<file path="config.mk">
export PLATFORM = sky130hd
export DESIGN_NAME = pipelined_adder
export DESIGN_NICKNAME = d
export VERILOG_FILES = /design/src/rtl/adder_pkg.sv /design/src/rtl/adder_stage.sv /design/src/rtl/pipelined_adder.sv
export SDC_FILE = /design/constraint.sdc
export NUM_CORES = 1
export LEC_CHECK = 0
export CORE_MARGIN = 1
export CORE_UTILIZATION = 27
export CTS_CLUSTER_SIZE = 28
export DETAILED_ROUTE_END_ITERATION = 8
export GPL_TIMING_DRIVEN = 1
export HOLD_SLACK_MARGIN = 0.05
export MAX_ROUTING_LAYER = met4
export SYNTH_ARGS = -nofsm -noshare
export SYNTH_HDL_FRONTEND = slang
export SYNTH_SLANG_ARGS = --single-unit
</file>
<file path="constraint.sdc">
create_clock -name clk -period 6.3 [get_ports clk]
set_clock_uncertainty 0.1 [all_clocks]
set_input_delay 1.26 -clock clk [delete_from_list [all_inputs] [get_ports clk]]
set_output_delay 1.26 -clock clk [all_outputs]
set_load 0.05 [all_outputs]
</file>
<file path="src/rtl/adder_pkg.sv">
// Shared geometry defaults, add/sub mode encoding and the signed-overflow rule for the pipelined adder.
package adder_pkg;

  localparam int DEFAULT_WIDTH = 16;
  localparam int DEFAULT_CHUNK = 4;

  typedef enum logic {
    MODE_ADD = 1'b0,
    MODE_SUB = 1'b1
  } mode_e;

  // Overflow only when both addends share a sign and the result sign differs from it.
  function automatic logic signed_ovf(input logic a_msb, input logic b_msb, input logic s_msb);
    return (a_msb == b_msb) && (s_msb != a_msb);
  endfunction

endpackage

</file>
<file path="src/rtl/adder_stage.sv">
// CHUNK-bit ripple-carry slice; purely combinational (zero latency).
// Holds no state, so backpressure is handled entirely by the enclosing pipeline registers.
module adder_stage #(
  parameter int CHUNK = 4
) (
  input  logic [CHUNK-1:0] a,
  input  logic [CHUNK-1:0] b,
  input  logic             c_in,
  output logic [CHUNK-1:0] sum,
  output logic             c_out
);

  logic [CHUNK:0] carry;

  always_comb begin
    carry    = '0;
    sum      = '0;
    carry[0] = c_in;
    for (int i = 0; i < CHUNK; i++) begin
      sum[i]     = a[i] ^ b[i] ^ carry[i];
      carry[i+1] = (a[i] & b[i]) | (carry[i] & (a[i] ^ b[i]));
    end
  end

  assign c_out = carry[CHUNK];

endmodule

</file>
<file path="src/rtl/pipelined_adder.sv">
// Add/subtract pipelined CHUNK bits per stage; latency WIDTH/CHUNK cycles, one op per cycle.
// A held result (out_valid && !out_ready) freezes every stage and drops in_ready; flush empties the pipe.
module pipelined_adder
  import adder_pkg::*;
#(
  parameter int WIDTH = DEFAULT_WIDTH,
  parameter int CHUNK = DEFAULT_CHUNK
) (
  input  logic             clk,
  input  logic             reset,
  input  logic             in_valid,
  output logic             in_ready,
  input  logic [WIDTH-1:0] a,
  input  logic [WIDTH-1:0] b,
  input  logic             c_in,
  input  logic             sub,
  input  logic             flush,
  output logic             out_valid,
  input  logic             out_ready,
  output logic [WIDTH-1:0] sum,
  output logic             c_out,
  output logic             overflow
);

  localparam int STAGES = (CHUNK < 1) ? 1 : WIDTH / CHUNK;

  if (CHUNK < 1) begin : g_bad_chunk
    $error("pipelined_adder: CHUNK must be at least 1");
  end else if ((WIDTH % CHUNK) != 0) begin : g_bad_width
    $error("pipelined_adder: WIDTH must be a multiple of CHUNK");
  end

  mode_e            mode;
  logic [WIDTH-1:0] b_eff;
  logic             c_first;
  logic             stall;
  logic             shift;
  logic             accept;

  // Subtraction is a + ~b + 1; a borrow-in cancels that +1, hence c_in ^ sub.
  assign mode    = mode_e'(sub);
  assign b_eff   = (mode == MODE_SUB) ? ~b : b;
  assign c_first = c_in ^ (mode == MODE_SUB);

  assign stall    = out_valid && !out_ready;
  assign shift    = !stall && !flush;
  assign in_ready = shift;
  assign accept   = in_valid && in_ready;

  // Stage k adds chunk k; the operand bits not yet consumed travel alongside in
  // shrinking skew registers, and finished sum chunks accumulate in growing ones.
  for (genvar k = 0; k < STAGES; k++) begin : g_stage
    localparam int SRC_W  = WIDTH - k * CHUNK;
    localparam int DONE_W = (k + 1) * CHUNK;

    logic              vld_src;
    logic              cry_src;
    logic [SRC_W-1:0]  a_src;
    logic [SRC_W-1:0]  b_src;
    logic [DONE_W-1:0] s_nxt;
    logic [CHUNK-1:0]  chunk_sum;
    logic              chunk_cout;
    logic              vld_q;
    logic              cry_q;
    logic [DONE_W-1:0] s_q;

    if (k == 0) begin : g_head
      assign vld_src = accept;
      assign cry_src = c_first;
      assign a_src   = a;
      assign b_src   = b_eff;
      assign s_nxt   = chunk_sum;
    end else begin : g_body
      assign vld_src = g_stage[k-1].vld_q;
      assign cry_src = g_stage[k-1].cry_q;
      assign a_src   = g_stage[k-1].g_skew.a_rem_q;
      assign b_src   = g_stage[k-1].g_skew.b_rem_q;
      assign s_nxt   = {chunk_sum, g_stage[k-1].s_q};
    end

    adder_stage #(
      .CHUNK(CHUNK)
    ) u_add (
      .a    (a_src[CHUNK-1:0]),
      .b    (b_src[CHUNK-1:0]),
      .c_in (cry_src),
      .sum  (chunk_sum),
      .c_out(chunk_cout)
    );

    always_ff @(posedge clk or negedge reset) begin
      if (!reset) begin
        vld_q <= 1'b0;
        cry_q <= 1'b0;
        s_q   <= '0;
      end else if (flush) begin
        vld_q <= 1'b0;
      end else if (shift) begin
        vld_q <= vld_src;
        cry_q <= chunk_cout;
        s_q   <= s_nxt;
      end
    end

    if (k < STAGES - 1) begin : g_skew
      logic [SRC_W-CHUNK-1:0] a_rem_q;
      logic [SRC_W-CHUNK-1:0] b_rem_q;

      always_ff @(posedge clk or negedge reset) begin
        if (!reset) begin
          a_rem_q <= '0;
          b_rem_q <= '0;
        end else if (shift) begin
          a_rem_q <= a_src[SRC_W-1:CHUNK];
          b_rem_q <= b_src[SRC_W-1:CHUNK];
        end
      end
    end else begin : g_last
      // The top chunk still carries the operand sign bits, so overflow is resolved here.
      logic ovf_q;

      always_ff @(posedge clk or negedge reset) begin
        if (!reset) begin
          ovf_q <= 1'b0;
        end else if (shift) begin
          ovf_q <= signed_ovf(a_src[CHUNK-1], b_src[CHUNK-1], chunk_sum[CHUNK-1]);
        end
      end
    end
  end

  assign out_valid = g_stage[STAGES-1].vld_q;
  assign sum       = g_stage[STAGES-1].s_q;
  assign c_out     = g_stage[STAGES-1].cry_q;
  assign overflow  = g_stage[STAGES-1].g_last.ovf_q;

endmodule

</file>
Yosys cells after proc, flatten, opt, wreduce, memory -nomap -nowiden. Index checks and enable logic that the tools add are counted.

Register bits after elaboration: 97. Bits in latches: 0. RAM bits: 0. ROM bits: 0. Word-level logic and storage cells: 122. Memories kept: 0.

Add/subtract/negate cells: 0. $mul: 0. Div/mod/pow operators: 0. Magnitude comparators: 0. Equality and inequality tests: 2. Shift operators: 0. Mux-type cells: 9. Bitwise logic cells: 83. Reduce and logical (&&, ||, !) cells: 9.

Operators with widths (count): $xor A1 B1 Y1 (33); $and A1 B1 Y1 (32); $mux W16 (1); $not A16 Y16 (1); $or A1 B1 Y1 (16); $mux W1 (8); $logic_and A1 B1 Y1 (4); $logic_not A1 Y1 (3); $reduce_and A2 Y1 (1); $reduce_bool A2 Y1 (1); $eq A1 B1 Y1 (1); $ne A1 B1 Y1 (1); $not A1 Y1 (1).

Depth between registers and ports, before layout. Gate-level depths: netlist of the first run.

Word-level depth: 11. Depth in mapped cells: 11.

Modules after synthesis. Synthesis of the first run repeated with hierarchy kept, for this count alone.

Cell total of the unflattened synthesis: 292. Area total of the unflattened synthesis: 4571.9 um^2.

Modules (own cells, without submodules): pipelined_adder (times used 1, cells an instance 236, area each 4101.4 um^2); adder_stage (times used 4, cells an instance 14, area each 117.6 um^2).

Worst setup path before layout of the first run. No wires, ideal clock.

Kind: input to register. Start: input sub. End: register g_stage[0].s_q[3]. Arrival time: 3.550 ns. Data required time: 6.075 ns. Slack: 2.525 ns. Cell stages on the path: 11. Path buffers: 2. Path through: buf_2 -> buf_2 -> xnor2_1 -> fa_1 -> inv_1 -> fa_1 -> inv_1 -> fa_1 -> inv_1 -> fa_1 -> mux2_4.

Longest elaborated chain between the ends: 9.

RTL lines: start: declaration (line pipelined_adder.sv:16) `input logic sub,`; $mux W16 (line pipelined_adder.sv:42) `assign b_eff = (mode == MODE_SUB) ? ~b : b;`; $xor A1 B1 Y1 (line adder_stage.sv:21) `carry[i+1] = (a[i] & b[i]) | (carry[i] & (a[i] ^ b[i]));`; $and A1 B1 Y1 (line adder_stage.sv:21); $or A1 B1 Y1 (line adder_stage.sv:21); $and A1 B1 Y1 (line adder_stage.sv:21); $or A1 B1 Y1 (line adder_stage.sv:21); $and A1 B1 Y1 (line adder_stage.sv:21); $or A1 B1 Y1 (line adder_stage.sv:21); $xor A1 B1 Y1 (*) (line adder_stage.sv:20) `sum[i] = a[i] ^ b[i] ^ carry[i];`; named net g_stage[0].chunk_sum[3] (line pipelined_adder.sv:61) `logic [CHUNK-1:0] chunk_sum;`; end signal: assignment (line pipelined_adder.sv:101) `s_q <= s_nxt;`; end: declaration (line pipelined_adder.sv:65) `logic [DONE_W-1:0] s_q;`.

The timed path passes the listed nets; every way through them passes the cells marked *. A chain may end at the register's enable or synchronous reset.

Worst setup path in the final report of the first run.
Start: input flush. End: output in_ready.

Longest elaborated chain between the ends: 2.

RTL lines: start: declaration (line pipelined_adder.sv:17) `input logic flush,`; $logic_not A1 Y1 (line pipelined_adder.sv:46) `assign shift = !stall && !flush;`; $logic_and A1 B1 Y1 (line pipelined_adder.sv:46); end: declaration (line pipelined_adder.sv:12) `output logic in_ready,`.

No other way between the ends.

==> results of run 1 <==
registers in the layout, summed over array words and instances, names as in the netlist:
register	flops
g_stage.g_skew.a_rem_q	24
g_stage.g_skew.b_rem_q	24
g_stage.s_q	24
sum	16
g_stage.cry_q	3
g_stage.vld_q	3
c_out	1
out_valid	1
overflow	1
where the power goes:
| part | leakage, uW | switching, uW | internal [uW] |
|---|---|---|---|
| registers | 0.00117 | 101 | 791 |
| clock network | 0.000162 | 224 | 368 |
| logic | 0.00119 | 364 | 347 |
| total | 0.00251 | 689 | 1510 |
layer usage:
layer	up-vias	part of all wire
li1	1118	-
met1	1235	0.49
met2	42	0.46
met3	12	0.027
met4	0	0.018
met5	-	0
layout make-up:
cell class | instances | area (sq um)
Tap cell | 216 | 270
Multi-Input combinational cell | 162 | 1820
Clock buffer | 11 | 253
Fill cell | 1582 | 10500
Clock inverter | 5 | 77.6
Sequential cell | 97 | 2430
Inverter | 27 | 109
Timing Repair Buffer | 63 | 616
stage by stage:
| step | std cells | area [sq um] | utilization | power, uW |
|---|---|---|---|---|
| 2_1_floorplan | 304 | 4520 | - | 1390 |
| 3_3_place_gp | 565 | 5240 | 0.325 | 1610 |
| 3_5_place_dp | 565 | 5240 | 0.325 | 1630 |
| 4_1_cts | 581 | 5570 | 0.346 | 2230 |
| 5_1_grt | 581 | 5570 | 0.346 | 2320 |
| 6_report | 581 | 5570 | 0.346 | 2200 |
worst register-to-register path: stages, from the launching register on:
cell	delay, ns
dfrtp_1	0.40
fa_1	0.42
inv_1	0.07
fa_1	0.16
inv_1	0.05
fa_1	0.36
inv_1	0.10
fa_1	0.45
xor2_1	0.16
o31ai_1	0.21
cells in the mapped netlist (2+ instances only):
master    number
mux2i_1        3
dfrtp_1       97
buf_2          3
fa_1          16
nor3_1         2
nor2_1         5
mux2_4        65
inv_1         26
a21oi_1        2
buf_6          4
xnor2_1       13
xor2_1         5
clkbuf_1       7
o21ai_0       42
mux2_2         4
buf_12         4
logic make-up after synthesis:
| group | synth area share |
|---|---|
| AND/OR/NAND/NOR | 0.00914 |
| buffers and inverters | 0.0609 |
| multiplexers | 0.233 |
| XOR/XNOR | 0.0349 |
| adder cells (fa/ha/maj) | 0.0737 |
| flip-flops | 0.537 |
| AO/OA/AOI/OAI | 0.0515 |
worst max path at each step:
stage | cells past startpoint | slack, ns | endpoint
after global routing | 5 | 1.33 | in_ready
after detailed placement | 5 | 1.40 | in_ready
after CTS | 5 | 1.40 | in_ready
after floorplan | 11 | 2.52 | g_stage[0].s_q[3]$_DFFE_PN0P_
after global placement | 5 | 1.42 | in_ready
final | 5 | 1.40 | in_ready
==> results.toml, run 1 <==
[floorplan]
fp.coreArea_sq_mm = 0.0161
chipHeight_um = 131
initial_utilization = 0.280
dieWidth_um = 131
ioPinCount = 59
die_area_sq_mm = 0.0173
rows = 46

[worst_setup_path]
critPathTopFamily = "buffers and inverters"
endpoint_kind = "primary output"
reg2regPathDepth = 9
path_cells = "clkdlybuf4s50_1, buf_4, or2_2, inv_8, clkdlybuf4s50_1"
cp_max_fo = 42
arrival_ns = 3.54
slowest_delay_ns = 0.89
crit_type = "in2out"
regToRegStartpoint = "g_stage[2].cry_q$_DFFE_PN0P_"
startpoint_type = "input pin"
cp_slowest_cell = "clkdlybuf4s50_1"
startpoint = "flush"
crit_buf_inv = 4
crit_required_ns = 4.94
r2r-end = "overflow$_DFFE_PN0P_"
cpMostUsedCell = "clkdlybuf4s50_1"
ff2ff_setup_slack_ns = 3.71

[sta]
setup-violations-final = 0
rsz0062_at_grt = "no"
setup-tns-final_ns = 0
fin_crit_sh = 0.778
worstMarginPinSlew_ns = 0.925
hold_ws_ns = 0.401
hold_violations = 0
relSlewSlack = 0.383
slew_violations = 0
min_period_ns = 4.90
layout_setup_ws_ns = 1.40
fmax_ghz = 0.204

[finish]
syn2layout_area_growth_pct = 23.3
layout_common_cells = "dfrtp_1 (97), mux2_4 (65), clkdlybuf4s50_1 (57), o21ai_0 (42), inv_1 (26)"
nets = 416
drive_gt1_frac = 0.258
final_common_cell = "dfrtp_1"
n_antenna_cell = 0

[synthesis]
yosysTopAreaCell = "dfrtp_1"
synth_area_leaders = "dfrtp_1 (54%), mux2_4 (22%), fa_1 (7.1%), o21ai_0 (4.7%), xnor2_1 (2.5%)"
syn_nets = 360
synth-edff-count = 0
ys_types = 22
synth_ff_type = "dfrtp_1"
yosysTopAreaCellShare = 0.537
synth-seq-cells = 97
netlist_instances = 304
seq_area_frac_synth = 0.537
yosys_warnings = 0
syn-cell-area_sq_mm = 0.00452
synthArstFlopShare = 1.00
syn_avg_cell_area_sq_um = 14.9

[worst_hold_path]
hold_path.class = "reg2reg"
holdPathEnd = "g_stage[1].g_skew.b_rem_q[7]$_DFFE_PN0P_"
hold_start = "g_stage[0].g_skew.b_rem_q[11]$_DFFE_PN0P_"
min_path_cells = 1

[clocking]
cts_resized = 0
cts_tree = "built"
insertion_delay_ns = 0.34
root_buffer = "clkbuf_16"
clkSlewWorstSetupHoldPaths_ns = 0.06
cts_hold_buffers = 0
post_cts_buffers = 0
cts_sinks = 97
cts_made_buffers = 9
clock_path_buffers = 2
htreeDepth = 3

[routing]
dr.pass1.iters = 4
ant_nets = 0
routed_via_density = 4.14
dr.first_iter.drc_count = 114
drt-total-wl_mm = 8.55
num_vias = 2407
wl_per_cell_um = 14.7
route.detailed.drc = 0

[power]
p_leak_uw = 0.00251
power_density_mw_per_mm2 = 394
vdd_drop_max_mv = 0.153

[global_routing]
grt_pass1_wl_mm = 14.8
grt-busiest-layer = "met2"
grt_use_met1 = 0.149
grt_max_degree = 76
groute.usage.overall = 0.114
use_met3 = 0.0235
grt_use_met2 = 0.172
gr-total-overflow = 0
grt_pass1_vias = 2752
antenna_found_initial = 0

[outcome]
outcome = "complete, no violations"

[placement]
io_buffers = 58
pre_cts_ws_ns = 1.40
routabilityCongestion = 0.719
hpwl_mm = 5.77

[flow_run]
drv_cap = 0
Power figures use the tool's default switching activity.
==> run 2, diff against run 1 <==
Clock period 6.3 ns to 4.3 ns, I/O delays scaled along.
==> run 2 against run 1 <==
Compared with the run above: combinational power is 45% higher; via count is 1.1% lower; critical path depth stayed put; non-clock buffer count is 1 higher; final area is 0.31% lower; sequential share of layout area is 0.14 points higher; worst hold slack worse by 0.0022 ns; register-to-register slack worse by 2.0 ns; cell count stayed put; flip-flop and latch count stayed put; global-route usage is 0.15 points lower; count of clock-buffer cells in the layout is 1 lower; critical path type unchanged; highest routed layer unchanged.
==> results.toml, run 2 (synthesis gave the netlist of run 1 again) <==
[routing]
num_vias = 2381
dr.first_iter.drc_count = 102
wl_per_cell_um = 14.8
routed_via_density = 4.10
ant_nets = 0
route.detailed.drc = 0
drt-total-wl_mm = 8.58
dr.pass1.iters = 4

[finish]
layout_common_cells = "dfrtp_1 (97), mux2_4 (65), clkdlybuf4s50_1 (56), o21ai_0 (42), inv_1 (26)"
final_common_cell = "dfrtp_1"
n_antenna_cell = 0
drive_gt1_frac = 0.260
fillCellCount = 1572
syn2layout_area_growth_pct = 22.9
fin_area_sq_mm = 0.00555
nets = 417
reg_top3 = "g_stage.g_skew.a_rem_q: 24 flops, g_stage.g_skew.b_rem_q: 24 flops, g_stage.s_q: 24 flops"

[global_routing]
grt_max_degree = 54
grt_pass1_wl_mm = 14.5
groute.usage.overall = 0.112
gr-total-overflow = 0
antenna_found_initial = 0
grt_pass1_vias = 2611

[worst_setup_path]
critPathTopFamily = "buffers and inverters"
path_cells = "clkdlybuf4s50_1, nor2b_2, or2_2, inv_8, buf_12"
slowest_delay_ns = 0.47
reg2regPathDepth = 9
regToRegStartpoint = "g_stage[2].cry_q$_DFFE_PN0P_"
cp_slowest_cell = "clkdlybuf4s50_1"
cp_max_fo = 42
critical_path_depth = 5
startpoint = "out_ready"
crit_buf_inv = 3
arrival_ns = 2.28
crit_type = "in2out"
startpoint_type = "input pin"
endpoint_kind = "primary output"
crit_required_ns = 3.34

[sta]
min_period_ns = 3.24
slew_violations = 0
fin_crit_sh = 0.754
hold_ws_ns = 0.398
relSlewSlack = 0.490
rsz0062_at_grt = "no"
hold_violations = 0
setup-tns-final_ns = 0
worstMarginPinSlew_ns = 0.765
setup-violations-final = 0
fmax_ghz = 0.308

[worst_hold_path]
hold_path.class = "reg2reg"
min_path_cells = 1
hold_start = "g_stage[0].g_skew.b_rem_q[9]$_DFFE_PN0P_"

[clocking]
cts_tree = "built"
cts_hold_buffers = 0
clkSlewWorstSetupHoldPaths_ns = 0.07
cts_made_buffers = 9
post_cts_buffers = 0
cts_sinks = 97
cts_resized = 0
root_buffer = "clkbuf_16"
htreeDepth = 3
insertion_delay_ns = 0.35
clock_path_buffers = 2

[placement]
placed_area_sq_mm = 0.00526
io_buffers = 58
hpwl_mm = 5.68
routabilityCongestion = 0.737

[power]
p_leak_uw = 0.00251
power_density_mw_per_mm2 = 567
finalPower_uw = 3150
vdd_drop_max_mv = 0.200

[floorplan]
initial_utilization = 0.280
chipHeight_um = 131
fp.coreArea_sq_mm = 0.0161
dieWidth_um = 131
rows = 46
ioPinCount = 59
die_area_sq_mm = 0.0173

[flow_run]
drv_cap = 0

[outcome]
outcome = "complete, no violations"
-- run 2: path summary, 6_finish.rpt --
kind                                                       endpoint  slack, ns
max                                                        in_ready       1.06
min                        g_stage[1].g_skew.b_rem_q[5]$_DFFE_PN0P_       0.40
max reg2reg                                    overflow$_DFFE_PN0P_       1.73
min reg2reg                g_stage[1].g_skew.b_rem_q[5]$_DFFE_PN0P_       0.40
max in group asynchronous                       sum[15]$_DFFE_PN0P_       3.11
min in group asynchronous             g_stage[2].s_q[2]$_DFFE_PN0P_       0.49
-- run 2: stage by stage --
| stage | instances | util | setup WS, ns |
|---|---|---|---|
| 2_1_floorplan | 304 | - | 0.925 |
| 3_3_place_gp | 566 | 0.326 | 0.645 |
| 3_5_place_dp | 566 | 0.326 | 0.645 |
| 4_1_cts | 581 | 0.345 | 1.03 |
| 5_1_grt | 581 | 0.345 | 0.971 |
| 6_report | 581 | 0.345 | 1.06 |
-- run 2: final cells by class --
class | instances | area [sq um] | area share
Sequential cell | 97 | 2430 | 0.437
Timing Repair Buffer | 64 | 633 | 0.114
Inverter | 27 | 109 | 0.0196
Multi-Input combinational cell | 162 | 1820 | 0.327
Clock inverter | 5 | 56.3 | 0.0101
Clock buffer | 10 | 239 | 0.0430
Tap cell | 216 | 270 | 0.0487
-- run 2: routing by layer --
metal / up-vias / wire [um] / part of all wire / track usage
met3: 13 / 318 / 0.037 / 0.0278
met1: 1208 / 4260 / 0.50 / 0.152
met2: 47 / 3850 / 0.45 / 0.158
met5: - / 0 / 0 / -
li1: 1113 / - / - / -
met4: 0 / 153 / 0.018 / 0.0484
-- run 2: report_power, final --
group          internal [uW]  total [uW]  leakage, uW  switching, uW
logic                    509        1030      0.00120            524
registers               1160        1310      0.00117            151
clock network            462         804     0.000144            341
total                   2130        3150      0.00251           1020
==> run 3, diff against run 2 <==
Clock period 4.3 ns to 3.4 ns, I/O delays scaled along.
==> run 3 against run 2 <==
Compared with the run above: via count rose by 1.8%; power grew 29%; worst hold slack worse by 0.11 ns; sequential power rose by 26%; utilization grew 0.33 points; count of clock-buffer cells in the layout unchanged; wire length increased by 0.55%; register-to-register slack worse by 0.90 ns; combinational power rose by 28%.
==> results.toml, run 3 (synthesis gave the netlist of run 1 again) <==
[clocking]
cts_made_buffers = 9
cts_hold_buffers = 0
root_buffer = "clkbuf_16"
cts_resized = 0
clkSlewWorstSetupHoldPaths_ns = 0.07
post_cts_buffers = 0
cts_sinks = 97
htreeDepth = 3
cts_tree = "built"
clock_path_buffers = 2
insertion_delay_ns = 0.33

[floorplan]
fp.coreArea_sq_mm = 0.0161
rows = 46
ioPinCount = 59
dieWidth_um = 131
die_area_sq_mm = 0.0173
initial_utilization = 0.280
chipHeight_um = 131

[routing]
top_layer_used = "met4"
drt-total-wl_mm = 8.63
met2WireLength_mm = 4.13
dr_wl_met3_um = 282
m1WireLength_mm = 4.16
wl_per_cell_um = 14.8
num_vias = 2425
dr.first_iter.drc_count = 117
route.detailed.drc = 0
ant_nets = 0
dr.pass1.iters = 4
routed_via_density = 4.16

[sta]
setup-tns-final_ns = 0
hold_violations = 0
fmax_ghz = 0.329
rsz0062_at_grt = "no"
relSlewSlack = 0.505
fin_crit_sh = 0.895
slew_violations = 0
setup-violations-final = 0
min_period_ns = 3.04
worstMarginPinSlew_ns = 0.743

[power]
swShare = 0.316
p_comb_frac = 0.325
power_density_mw_per_mm2 = 726
clkPwrFrac = 0.270
internal_power_uw = 2780
pwr-share-seq = 0.405
vdd_drop_max_mv = 0.487
p_leak_uw = 0.00253
p_sw_uw = 1290

[finish]
syn2layout_area_growth_pct = 24.1
layout_common_cells = "dfrtp_1 (97), mux2_4 (65), clkdlybuf4s50_1 (56), o21ai_0 (42), inv_1 (26)"
fin_area_sq_mm = 0.00561
layoutNonFillerInstCount = 583
final_common_cell = "dfrtp_1"
reg_top3 = "g_stage.g_skew.a_rem_q: 24 flops, g_stage.g_skew.b_rem_q: 24 flops, g_stage.s_q: 24 flops"
drive_gt1_frac = 0.264
n_antenna_cell = 0
nets = 418

[global_routing]
grt_pass1_wl_mm = 14.8
gr-total-overflow = 0
antenna_found_initial = 0
grt_max_degree = 98
grt_pass1_vias = 2727
groute.usage.overall = 0.113

[worst_hold_path]
hold_path.class = "in2async"

[outcome]
outcome = "complete, no violations"

[worst_setup_path]
arrival_ns = 3.17
cp_max_fo = 3
regToRegStartpoint = "g_stage[2].cry_q$_DFFE_PN0P_"
r2r-end = "overflow$_DFFE_PN0P_"
startpoint_type = "input pin"
endpoint_kind = "flop"
reg2regPathDepth = 9
crit_type = "in2reg"
startpoint = "sub"
ff2ff_setup_slack_ns = 0.83
endpoint = "g_stage[0].s_q[3]$_DFFE_PN0P_"
crit_required_ns = 3.52

[placement]
io_buffers = 58
routabilityCongestion = 0.717
hpwl_mm = 5.71
placed_cells = 567
placed_area_sq_mm = 0.00528

[flow_run]
drv_cap = 0
[run 3: changes by cell type in the layout (fill, tap and decap cells not counted), sizes merged]
cell,change
clkinv,-1
buf,+1
inv,+1
bufinv,+1
[run 3: worst min-delay path by stage]
stage,start,end,depth (start not counted)
after floorplan,reset,c_out$_DFFE_PN0P_,0
after global placement,g_stage[0].g_skew.b_rem_q[5]$_DFFE_PN0P_,g_stage[1].g_skew.b_rem_q[1]$_DFFE_PN0P_,1
after detailed placement,g_stage[0].g_skew.b_rem_q[9]$_DFFE_PN0P_,g_stage[1].g_skew.b_rem_q[5]$_DFFE_PN0P_,1
after CTS,reset,sum[3]$_DFFE_PN0P_,2
after global routing,reset,g_stage[2].s_q[0]$_DFFE_PN0P_,2
final,reset,g_stage[2].s_q[0]$_DFFE_PN0P_,2
[run 3: power by group through the flow]
| stage | registers (uW) | clock network, uW | logic, uW |
|---|---|---|---|
| 2_1_floorplan | 1980 | 0 | 593 |
| 3_3_place_gp | 1670 | 0 | 1310 |
| 3_5_place_dp | 1680 | 0 | 1340 |
| 4_1_cts | 1660 | 1130 | 1350 |
| 5_1_grt | 1700 | 1180 | 1430 |
| 6_report | 1650 | 1100 | 1320 |
[run 3: cell type report]
cell class	instances	area, sq um
tap	216	270
sequential	97	2430
fill	1593	10500
inverter	27	109
clock buffer	10	239
clock inverter	6	90.1
multi-input combinational	162	1820
timing repair buffer	65	653
[run 3: stage by stage]
step                      total power, uW  hold slack, ns  setup slack, ns  utilization
after CTS                            4140           0.319            0.353        0.348
after global routing                 4300           0.341            0.217        0.348
after floorplan                      2570           0.284            0.205            -
after global placement               2980           0.381           0.0155        0.327
after detailed placement             3010           0.391          -0.0219        0.327
final                                4070           0.292            0.357        0.348
[run 3: critical path: stages]
cell,delay (ns)
clkdlybuf4s50_1,0.39
buf_4,0.16
xnor2_1,0.15
fa_1,0.40
inv_1,0.08
fa_1,0.15
inv_1,0.05
fa_1,0.35
inv_1,0.07
fa_1,0.41
mux2_4,0.26
[run 3: per-layer routing]
layer | vias up | global-route usage
met4 | 0 | 0.0291
met5 | - | -
met1 | 1253 | 0.145
met2 | 40 | 0.178
met3 | 5 | 0.0274
li1 | 1127 | -
